[config.mk]
export PLATFORM = sky130hd
export DESIGN_NAME = dcache_bus_master
export DESIGN_NICKNAME = d
export VERILOG_FILES = /design/src/rtl/dcache_bus_master_pkg.sv /design/src/rtl/bus_resp_watchdog.sv /design/src/rtl/dcache_bus_master.sv
export SDC_FILE = /design/constraint.sdc
export NUM_CORES = 1
export LEC_CHECK = 0
export BUFFER_PORTS_ARGS = -buffer_cell sky130_fd_sc_hd__buf_4
export CAP_MARGIN = 40
export CORE_AREA = 4 4 101 113
export DETAILED_ROUTE_END_ITERATION = 6
export DIE_AREA = 0 0 105 117
export GPL_TIMING_DRIVEN = 0
export PLACE_DENSITY = 0.84
export SYNTH_ARGS = -nofsm -noshare
export SYNTH_HDL_FRONTEND = slang
export SYNTH_SLANG_ARGS = --single-unit
[constraint.sdc]
create_clock -name clk -period 5 [get_ports clk]
set_input_delay 0.5 -clock clk [delete_from_list [all_inputs] [get_ports clk]]
set_output_delay 0.5 -clock clk [all_outputs]
set_load 0.02 [all_outputs]
[src/rtl/dcache_bus_master_pkg.sv]
// Shared TileLink-UL constants, source IDs, FSM encoding and A-channel payload
// type for the Dcache bus master.
package dcache_bus_master_pkg;

  localparam int unsigned ADDR_W = 32;
  localparam int unsigned DATA_W = 32;
  localparam int unsigned MASK_W = 4;
  localparam int unsigned SRC_W  = 5;
  localparam int unsigned OP_W   = 3;
  localparam int unsigned SIZE_W = 4;
  localparam int unsigned WDOG_W = 16;

  // TileLink-UL opcodes
  localparam logic [OP_W-1:0] A_PUTFULL = 3'd0;
  localparam logic [OP_W-1:0] A_GET     = 3'd4;
  localparam logic [OP_W-1:0] D_ACK     = 3'd0;
  localparam logic [OP_W-1:0] D_ACKDATA = 3'd1;

  // Single 32-bit word: log2(4 bytes)
  localparam logic [SIZE_W-1:0] TL_SIZE_WORD = 4'd2;
  localparam logic [MASK_W-1:0] FULL_MASK    = 4'hF;

  // Master source IDs
  localparam logic [SRC_W-1:0] SRC_DCACHE = 5'b00001;
  localparam logic [SRC_W-1:0] SRC_ICACHE = 5'b00010;

  typedef enum logic [1:0] {
    ST_IDLE   = 2'd0,
    ST_SEND_A = 2'd1,
    ST_WAIT_D = 2'd2,
    ST_RESP   = 2'd3
  } state_e;

  // Variable part of an A-channel beat
  typedef struct packed {
    logic [OP_W-1:0]   opcode;
    logic [ADDR_W-1:0] address;
    logic [DATA_W-1:0] data;
  } tl_a_req_t;

endpackage

[src/rtl/bus_resp_watchdog.sv]
// Response watchdog: 16-bit saturating cycle counter with synchronous clear
// and count enable. expire_c flags the enabled cycle in which the counter
// reaches TIMEOUT_CYCLES.
// Ports: clk, rst_n, clr (zero counter), en (count this cycle), expire_c.
module bus_resp_watchdog
  import dcache_bus_master_pkg::*;
#(
  parameter int unsigned TIMEOUT_CYCLES = 255
) (
  input  logic clk,
  input  logic rst_n,
  input  logic clr,
  input  logic en,
  output logic expire_c
);

  logic [WDOG_W-1:0] count_q;

  // Saturating counter; clear has priority over enable
  always_ff @(posedge clk or negedge rst_n) begin
    if (!rst_n) begin
      count_q <= '0;
    end else if (clr) begin
      count_q <= '0;
    end else if (en && (count_q != {WDOG_W{1'b1}})) begin
      count_q <= count_q + WDOG_W'(1);
    end
  end

  // Expiry fires on the cycle whose increment would reach the limit
  assign expire_c = en &&
                    (({1'b0, count_q} + 17'd1) >= 17'(TIMEOUT_CYCLES));

endmodule

[src/rtl/dcache_bus_master.sv]
// Dcache bus master: turns single-word cache requests into TileLink-UL
// Get/PutFullData beats, tracks one outstanding transaction, and returns the
// AccessAck/AccessAckData result (or a watchdog timeout error) to the cache.
// Ports: req_* cache request/handshake; resp_* one-cycle completion;
// a_* TileLink A channel (master out); d_* TileLink D channel (slave in).
module dcache_bus_master
  import dcache_bus_master_pkg::*;
#(
  parameter logic [SRC_W-1:0] SOURCE_ID      = SRC_DCACHE,
  parameter int unsigned      TIMEOUT_CYCLES = 255
) (
  input  logic              clk,
  input  logic              rst_n,
  input  logic              req_valid,
  output logic              req_ready,
  input  logic              req_we,
  input  logic [ADDR_W-1:0] req_addr,
  input  logic [DATA_W-1:0] req_wdata,
  input  logic [MASK_W-1:0] req_mask,
  output logic              resp_valid,
  output logic [DATA_W-1:0] resp_rdata,
  output logic              resp_err,
  output logic              a_valid,
  input  logic              a_ready,
  output logic [OP_W-1:0]   a_opcode,
  output logic [2:0]        a_param,
  output logic [SIZE_W-1:0] a_size,
  output logic [SRC_W-1:0]  a_source,
  output logic [ADDR_W-1:0] a_address,
  output logic [MASK_W-1:0] a_mask,
  output logic [DATA_W-1:0] a_data,
  output logic              a_corrupt,
  input  logic              d_valid,
  output logic              d_ready,
  input  logic [OP_W-1:0]   d_opcode,
  input  logic [SRC_W-1:0]  d_source,
  input  logic [DATA_W-1:0] d_data,
  input  logic              d_denied,
  input  logic              d_corrupt
);

  state_e            state_q, state_n;
  tl_a_req_t         a_q, a_n;
  logic              we_q, we_n;
  logic              err_n;
  logic [DATA_W-1:0] rdata_n;
  logic              wd_clr, wd_en, wd_expire_c;

  bus_resp_watchdog #(
    .TIMEOUT_CYCLES(TIMEOUT_CYCLES)
  ) u_wdog (
    .clk     (clk),
    .rst_n   (rst_n),
    .clr     (wd_clr),
    .en      (wd_en),
    .expire_c(wd_expire_c)
  );

  // State, captured request and registered outputs (decoded from next state)
  always_ff @(posedge clk or negedge rst_n) begin
    if (!rst_n) begin
      state_q    <= ST_IDLE;
      a_q        <= '0;
      we_q       <= 1'b0;
      req_ready  <= 1'b1;
      a_valid    <= 1'b0;
      d_ready    <= 1'b0;
      resp_valid <= 1'b0;
      resp_err   <= 1'b0;
      resp_rdata <= '0;
    end else begin
      state_q    <= state_n;
      a_q        <= a_n;
      we_q       <= we_n;
      req_ready  <= (state_n == ST_IDLE);
      a_valid    <= (state_n == ST_SEND_A);
      d_ready    <= (state_n == ST_WAIT_D);
      resp_valid <= (state_n == ST_RESP);
      resp_err   <= err_n;
      resp_rdata <= rdata_n;
    end
  end

  // Next-state, capture and completion result
  always_comb begin
    state_n = state_q;
    a_n     = a_q;
    we_n    = we_q;
    err_n   = 1'b0;
    rdata_n = '0;
    wd_clr  = 1'b0;
    wd_en   = 1'b0;
    case (state_q)
      ST_IDLE: begin
        if (req_valid) begin
          a_n.address = req_addr;
          a_n.data    = req_we ? req_wdata : '0;
          a_n.opcode  = req_we ? A_PUTFULL : A_GET;
          we_n        = req_we;
          // Unaligned or partial-word requests fail without touching the bus
          if ((req_addr[1:0] != 2'b00) || (req_mask != FULL_MASK)) begin
            state_n = ST_RESP;
            err_n   = 1'b1;
          end else begin
            state_n = ST_SEND_A;
          end
        end
      end
      ST_SEND_A: begin
        if (a_ready) begin
          wd_clr  = 1'b1;
          state_n = ST_WAIT_D;
        end
      end
      ST_WAIT_D: begin
        wd_en = 1'b1;
        // A matching beat beats a simultaneous watchdog expiry
        if (d_valid && (d_source == SOURCE_ID)) begin
          state_n = ST_RESP;
          err_n   = d_denied || d_corrupt ||
                    (d_opcode != (we_q ? D_ACK : D_ACKDATA));
          rdata_n = (!we_q && !err_n) ? d_data : '0;
        end else if (wd_expire_c) begin
          state_n = ST_RESP;
          err_n   = 1'b1;
        end
      end
      ST_RESP: begin
        state_n = ST_IDLE;
      end
      default: begin
        state_n = ST_IDLE;
      end
    endcase
  end

  assign a_opcode  = a_q.opcode;
  assign a_address = a_q.address;
  assign a_data    = a_q.data;
  assign a_param   = 3'd0;
  assign a_size    = TL_SIZE_WORD;
  assign a_source  = SOURCE_ID;
  assign a_mask    = FULL_MASK;
  assign a_corrupt = 1'b0;

endmodule

==> flow_summary.toml, run 1 <==
[outcome]
status = "completed"

[synthesis]
async_flop_share = 1.00
synthSimpleGateAreaFrac = 0.171
synth_xor_area_frac = 0.00848
synth_fa_ha_area_frac = 0.00484
synth-main-ff-cell = "dfrtp_1"
seq_area_frac_synth = 0.586
synthMuxAreaShare = 0.0741
synth_compound_area_frac = 0.0952
synth_seq_cells = 121
synth_top_cell_by_area = "dfrtp_1"
ys_warn_count = 0
synth_top_area_share = 0.581
synthTopCellsByArea = "dfrtp_1 (58%), mux2_2 (7.4%), nand2_1 (5.6%), o21ai_0 (4.2%), and2_1 (3.9%)"
synth_area_per_cell_um2 = 10.9
synth_edf_count = 0
synth_area_um2 = 5170
synth_top_family_by_area = "simple AND/OR/NAND/NOR gates"
yosysUniqueCellTypes = 51
syn_inst = 472

[timing]
fmax_mhz = 428
tightest_slew_ps = 576
slew_headroom = 0.616
setup_tns_ps = 0
period_minus_slack_ps = 2340
setup_viol = 0
hold_viol = 0
fin_skew_ps = 7.64
rsz0062_at_grt = "no"
fin_crit_sh = 0.467
report.final.slew_viol_count = 0
holdWs_ps = 292

[floorplanning]
core_area_um2 = 10200
placementRows = 39
initial_core_util = 0.504
design.die.area_um2 = 12300
fp.dieW_um = 105
io_pins = 237
dieHeight_um = 117

[worst_setup_path]
startpoint_type = "flip-flop"
crit_family = "simple AND/OR/NAND/NOR gates"
cp-end-kind = "flip-flop"
crit_chain = "ha_1, nand3_1, nor4_4, a31o_2, buf_4, nor2_1, o21ai_1, o41ai_1"
arrival_ps = 2620
worst-path-buf-inv = 1
crit_slowest_cell = "dfrtp_1"
worstSetupPathType = "reg2reg"
cp_max_fo = 10
max_stage_delay_ps = 490
cp.required_ps = 5290

[route]
drtAntennaViolNets = 0
route.detailed.drc = 0
drt_pass1_iterations = 4
vias_per_cell = 5.14
drt_wl_total_um = 14400
drtIter0Drc = 277
vias = 4427
wl_per_cell_um = 16.7

[clocking]
cts_tree = "built"
cts_max_level = 4
cts_buffers = 17
clock_sinks = 121
clkLatencyLatePin_ps = 410
cts_setup_buffers = 0
clockBufferDepth = 2
clk_pin_slew_ps = 60
root_buffer = "clkbuf_16"

[global_routing]
grt_pass1_vias = 4579
antenna_found_initial = 2
grt.total_usage = 0.233
grt_pass1_wl_um = 22200
globalRouteOverflowTotal = 0
grt_max_degree = 94

[power]
power_density_nw_per_um2 = 554
leakage_nw = 3.85
ir_worst_vdd_uv = 362

[cells_and_area]
final_nets = 844
diodes = 0
drive_gt1_frac = 0.441
area_growth_syn_to_layout_pct = 47.1
layout.cells.most_common = "buf_4"
layout_common_cells = "buf_4 (235), dfrtp_1 (120), nand2_1 (77)"

[job]
max-cap-violations = 0

[placed_design]
dp_hpwl_um = 10800
port_buffers = 216
gp_congestion = 0.864

[min_path]
hold_class = "in2reg"
flip-flops by register name (all words and copies together) (netlist names):
name / cells
resp_rdata: 32
resp_err: 1
a_valid: 1
a_data: 32
state_q: 2
d_ready: 1
a_address: 32
u_wdog.count_q: 16
resp_valid: 1
a_opcode: 1
req_ready: 1
we_q: 1
report_power, final:
group	internal, mW	switching [mW]	total, mW
clock network	0.681	0.456	1.14
logic	0.714	0.890	1.60
registers	1.29	0.180	1.47
total	2.68	1.53	4.21
synth_stat cells, types with 2 or more instances:
| cell | instances |
|---|---|
| dfrtp_1 | 120 |
| nand2_1 | 77 |
| o21ai_0 | 43 |
| mux2_2 | 34 |
| and2_1 | 32 |
| buf_4 | 20 |
| nor2_1 | 17 |
| clkbuf_1 | 16 |
| o31ai_1 | 11 |
| nand3_1 | 9 |
| buf_2 | 8 |
| nand4_1 | 7 |
| o21ai_1 | 7 |
| a21oi_1 | 6 |
| inv_1 | 6 |
| nor3_1 | 5 |
| clkbuf_2 | 4 |
| xnor2_1 | 4 |
| a31oi_1 | 3 |
| nor2b_1 | 3 |
| or3_1 | 3 |
| a21o_1 | 2 |
| and3_1 | 2 |
| conb_1 | 2 |
| ha_1 | 2 |
| nor4_1 | 2 |
| nor4_4 | 2 |
| o22ai_1 | 2 |
path summary, 6_finish.rpt:
check | from | slack, ps | end | depth (start not counted)
worst max-delay path | u_wdog.count_q[0] | 2660 | u_wdog.count_q[13] | 8
worst min-delay path | d_data[25] | 290 | resp_rdata[25] | 2
worst max register to register | u_wdog.count_q[0] | 2660 | u_wdog.count_q[13] | 8
worst min register to register | a_data[4] | 480 | a_data[4] | 2
max in group asynchronous | rst_n | 3730 | req_ready | 3
min in group asynchronous | rst_n | 530 | a_address[21] | 2
routing by layer:
layer  share of wire  wire (µm)  global-route usage  vias to the layer above
met3           0.090       1300              0.0976                       34
li1                -          -                   -                     2074
met1            0.36       5110               0.251                     2126
met4           0.033        473               0.113                        4
met5          0.0015         21                   0                        -
met2            0.52       7470               0.401                      189
area by class of cell:
cell class | instances | area (µm²)
Inverter | 6 | 22.5
Clock buffer | 17 | 425
Sequential cell | 121 | 3030
Timing Repair Buffer | 218 | 1660
Buffer | 49 | 282
Tap cell | 123 | 154
Fill cell | 717 | 2650
Multi-Input combinational cell | 313 | 1900
Clock inverter | 15 | 125
metrics by stage:
stage / cell area [µm²] / setup slack, ps / power (mW) / utilization / cells
floorplan: 5230 / 3050 / 2.37 / - / 489
global placement: 7010 / 2690 / 3.02 / 0.684 / 828
detailed placement: 7040 / 2660 / 3.09 / 0.687 / 829
CTS: 7600 / 2720 / 4.24 / 0.741 / 862
global route: 7600 / 2500 / 4.44 / 0.741 / 862
finish: 7600 / 2660 / 4.21 / 0.741 / 862
repair_timing:
item | in CTS | in global routing
hold buffers | 1 | 0
endpoints found under the hold margin | 28 | 0
gates resized for setup | 0 | 0
kinds of logic after synthesis:
group                    Yosys count
AO/OA/AOI/OAI                     83
flip-flops                       121
buffers and inverters             55
XOR/XNOR                           5
AND/OR/NAND/NOR                  170
multiplexers                      34
adder cells (fa/ha/maj)            2
other                              2
No activity file was read; power rests on OpenSTA's default activity.
==> run 2, diff against run 1 <==
--- a/config.mk
+++ b/config.mk
@@ -5,13 +5,14 @@
 export SDC_FILE = /design/constraint.sdc
 export NUM_CORES = 1
 export LEC_CHECK = 0
+export ABC_AREA = 1
 export BUFFER_PORTS_ARGS = -buffer_cell sky130_fd_sc_hd__buf_4
 export CAP_MARGIN = 40
-export CORE_AREA = 4 4 101 113
+export CORE_AREA = 4 4 109 121
 export DETAILED_ROUTE_END_ITERATION = 6
-export DIE_AREA = 0 0 105 117
+export DIE_AREA = 0 0 113 125
 export GPL_TIMING_DRIVEN = 0
-export PLACE_DENSITY = 0.84
+export PLACE_DENSITY = 0.75
 export SYNTH_ARGS = -nofsm -noshare
 export SYNTH_HDL_FRONTEND = slang
 export SYNTH_SLANG_ARGS = --single-unit
==> constraint.sdc (replaced) <==
create_clock -name clk -period 2.07 [get_ports clk]
set_input_delay 0.207 -clock clk [delete_from_list [all_inputs] [get_ports clk]]
set_output_delay 0.207 -clock clk [all_outputs]
set_load 0.02 [all_outputs]
==> run 2 against run 1 <==
  * Clock power increased to 2.8 times the previous value
  * Sequential share of layout area decreased by 1.1 points
  * Sequential power increased by 150%
  * Non-clock buffer count increased by 22
  * Global-route usage decreased by 2.0 points
  * Clock-buffer cell count increased by 1
  * Synthesized area decreased by 4.2%
  * Via count increased by 5.2%
  * Largest cell class unchanged
==> flow_summary.toml, run 2 <==
[synthesis]
async_flop_share = 1.00
yosysUniqueCellTypes = 31
synth-main-ff-cell = "dfrtp_1"
synth_seq_cells = 121
synth_area_um2 = 4950
seq_area_frac_synth = 0.612
synthTopCellsByCount = "nand2_1 (177), dfrtp_1 (120), nor2_1 (57), a22o_1 (33), inv_1 (23)"
syn_inst = 521
synth_top_area_share = 0.607
synthTopCellsByArea = "dfrtp_1 (61%), nand2_1 (13%), a22o_1 (5.8%), nor2_1 (4.3%), buf_4 (3.0%)"
synth_edf_count = 0
yosys.cell_count.top_type = "nand2_1"
ys_warn_count = 0
synth_area_per_cell_um2 = 9.50
synth_top_cell_by_area = "dfrtp_1"

[placed_design]
dp_slack_ps = 188
dp_cells = 910
dp_hpwl_um = 10500
port_buffers = 217
gp_congestion = 0.825

[worst_setup_path]
cp_max_fo = 10
crit_start = "u_wdog.count_q[1]"
timing.rr.start = "u_wdog.count_q[1]"
startpoint_type = "flip-flop"
worstSetupPathType = "reg2reg"
arrival_ps = 2210
cp-end-kind = "flip-flop"
cp.required_ps = 2360

[floorplanning]
dieHeight_um = 125
initial_core_util = 0.415
core_area_um2 = 11900
fp.dieW_um = 113
placementRows = 42
io_pins = 237
design.die.area_um2 = 14100

[timing]
period_minus_slack_ps = 1920
fin_crit_sh = 0.928
fin_skew_ps = 8.61
layout_setup_ws_ps = 149
hold_viol = 0
setup_tns_ps = 0
setup_viol = 0
report.final.slew_viol_count = 0
slew_headroom = 0.589
fmax_mhz = 521
tightest_slew_ps = 615
rsz0062_at_grt = "no"

[route]
wl_per_cell_um = 15.1
drtIter0Drc = 164
drt_pass1_iterations = 4
vias_per_cell = 4.79
route.detailed.drc = 0
drtAntennaViolNets = 0
vias = 4658
drt_wl_total_um = 14700

[global_routing]
grt_max_degree = 68
grt_pass1_wl_um = 24200
use_met3 = 0.0609
grt_pass1_vias = 5030
grt-busiest-layer = "met2"
antenna_found_initial = 0
globalRouteOverflowTotal = 0
use_met2 = 0.372
grt.total_usage = 0.213
grtUsageMet1 = 0.243

[min_path]
hp-start = "req_addr[13]"
hold_class = "in2reg"

[job]
max-cap-violations = 0

[clocking]
clock_sinks = 121
root_buffer = "clkbuf_16"
cts_tree = "built"
clk_pin_slew_ps = 60
clockBufferDepth = 2
cts_buffers = 17
cts_max_level = 4
clkLatencyLatePin_ps = 410

[cells_and_area]
drive_gt1_frac = 0.348
final_nets = 924
layout.cells.most_common = "buf_4"
layout_common_cells = "buf_4 (237), nand2_1 (177), dfrtp_1 (120)"
fin_cells = 973
area_growth_syn_to_layout_pct = 57.8
diodes = 0

[power]
leakage_nw = 4.03
power_density_nw_per_um2 = 1370
total_power_mw = 10.7
ir_worst_vdd_uv = 839

[outcome]
status = "completed"
==> run 2: logic make-up after synthesis <==
family | Yosys count | synth area share
other | 2 | 0.00152
xor gates and xnor gates | 7 | 0.0124
adders and majority gates | 2 | 0.00505
DFF | 121 | 0.612
buffers and inverters | 65 | 0.0647
and+or+nand+nor | 270 | 0.223
AOI/OAI and AO/OA | 54 | 0.0816
==> run 2: per-stage QoR <==
step	utilization	instance area [µm²]	hold WS [ps]
3_3_place_gp	0.573	6840	402
6_report	0.655	7810	14.2
2_1_floorplan	-	5010	-88.6
3_5_place_dp	0.576	6870	199
4_1_cts	0.654	7800	0.503
5_1_grt	0.655	7810	3.18
==> run 2: area by class of cell <==
cell class	count	area [µm²]
Clock inverter	14	195
Tap cell	154	193
Multi-Input combinational cell	352	1670
Timing Repair Buffer	249	1970
Buffer	40	226
Inverter	25	93.8
Clock buffer	18	439
Sequential cell	121	3030
Fill cell	917	4120
==> run 2: report_power, final <==
part | switching (mW) | leakage [nW] | internal, mW
clock network | 1.09 | 0.299 | 2.05
registers | 0.508 | 1.60 | 3.16
logic | 2.26 | 2.14 | 1.67
total | 3.86 | 4.03 | 6.87
==> run 2: final timing paths <==
path	endpoint	slack (ps)	depth (start not counted)
max	u_wdog.count_q[5]	150	10
min	a_address[13]	10	3
max reg2reg	u_wdog.count_q[5]	150	10
min reg2reg	a_address[11]	490	2
max in group asynchronous	req_ready	1020	3
min in group asynchronous	u_wdog.count_q[4]	330	2
==> run 2: routing by layer <==
| layer | up-vias | wire length [µm] |
|---|---|---|
| met5 | - | 0 |
| li1 | 2206 | - |
| met4 | 0 | 354 |
| met2 | 191 | 7770 |
| met1 | 2231 | 5510 |
| met3 | 30 | 1080 |
==> run 2: critical path: stages, from the launching register on <==
cell and delay [ps]:
dfrtp_1 410, ha_2 220, nand2_2 100, nor2_4 220, nand2_2 70, nor2_1 90
nand2_1 80, nand2_1 90, buf_4 180, inv_2 100, a22o_1 230
==> run 2: what timing repair did <==
item,in CTS,in global routing
endpoints found under the hold margin,83,0
resized for setup,0,2
setup buffers,0,1
hold buffers,30,0
setup endpoints to repair,0,5
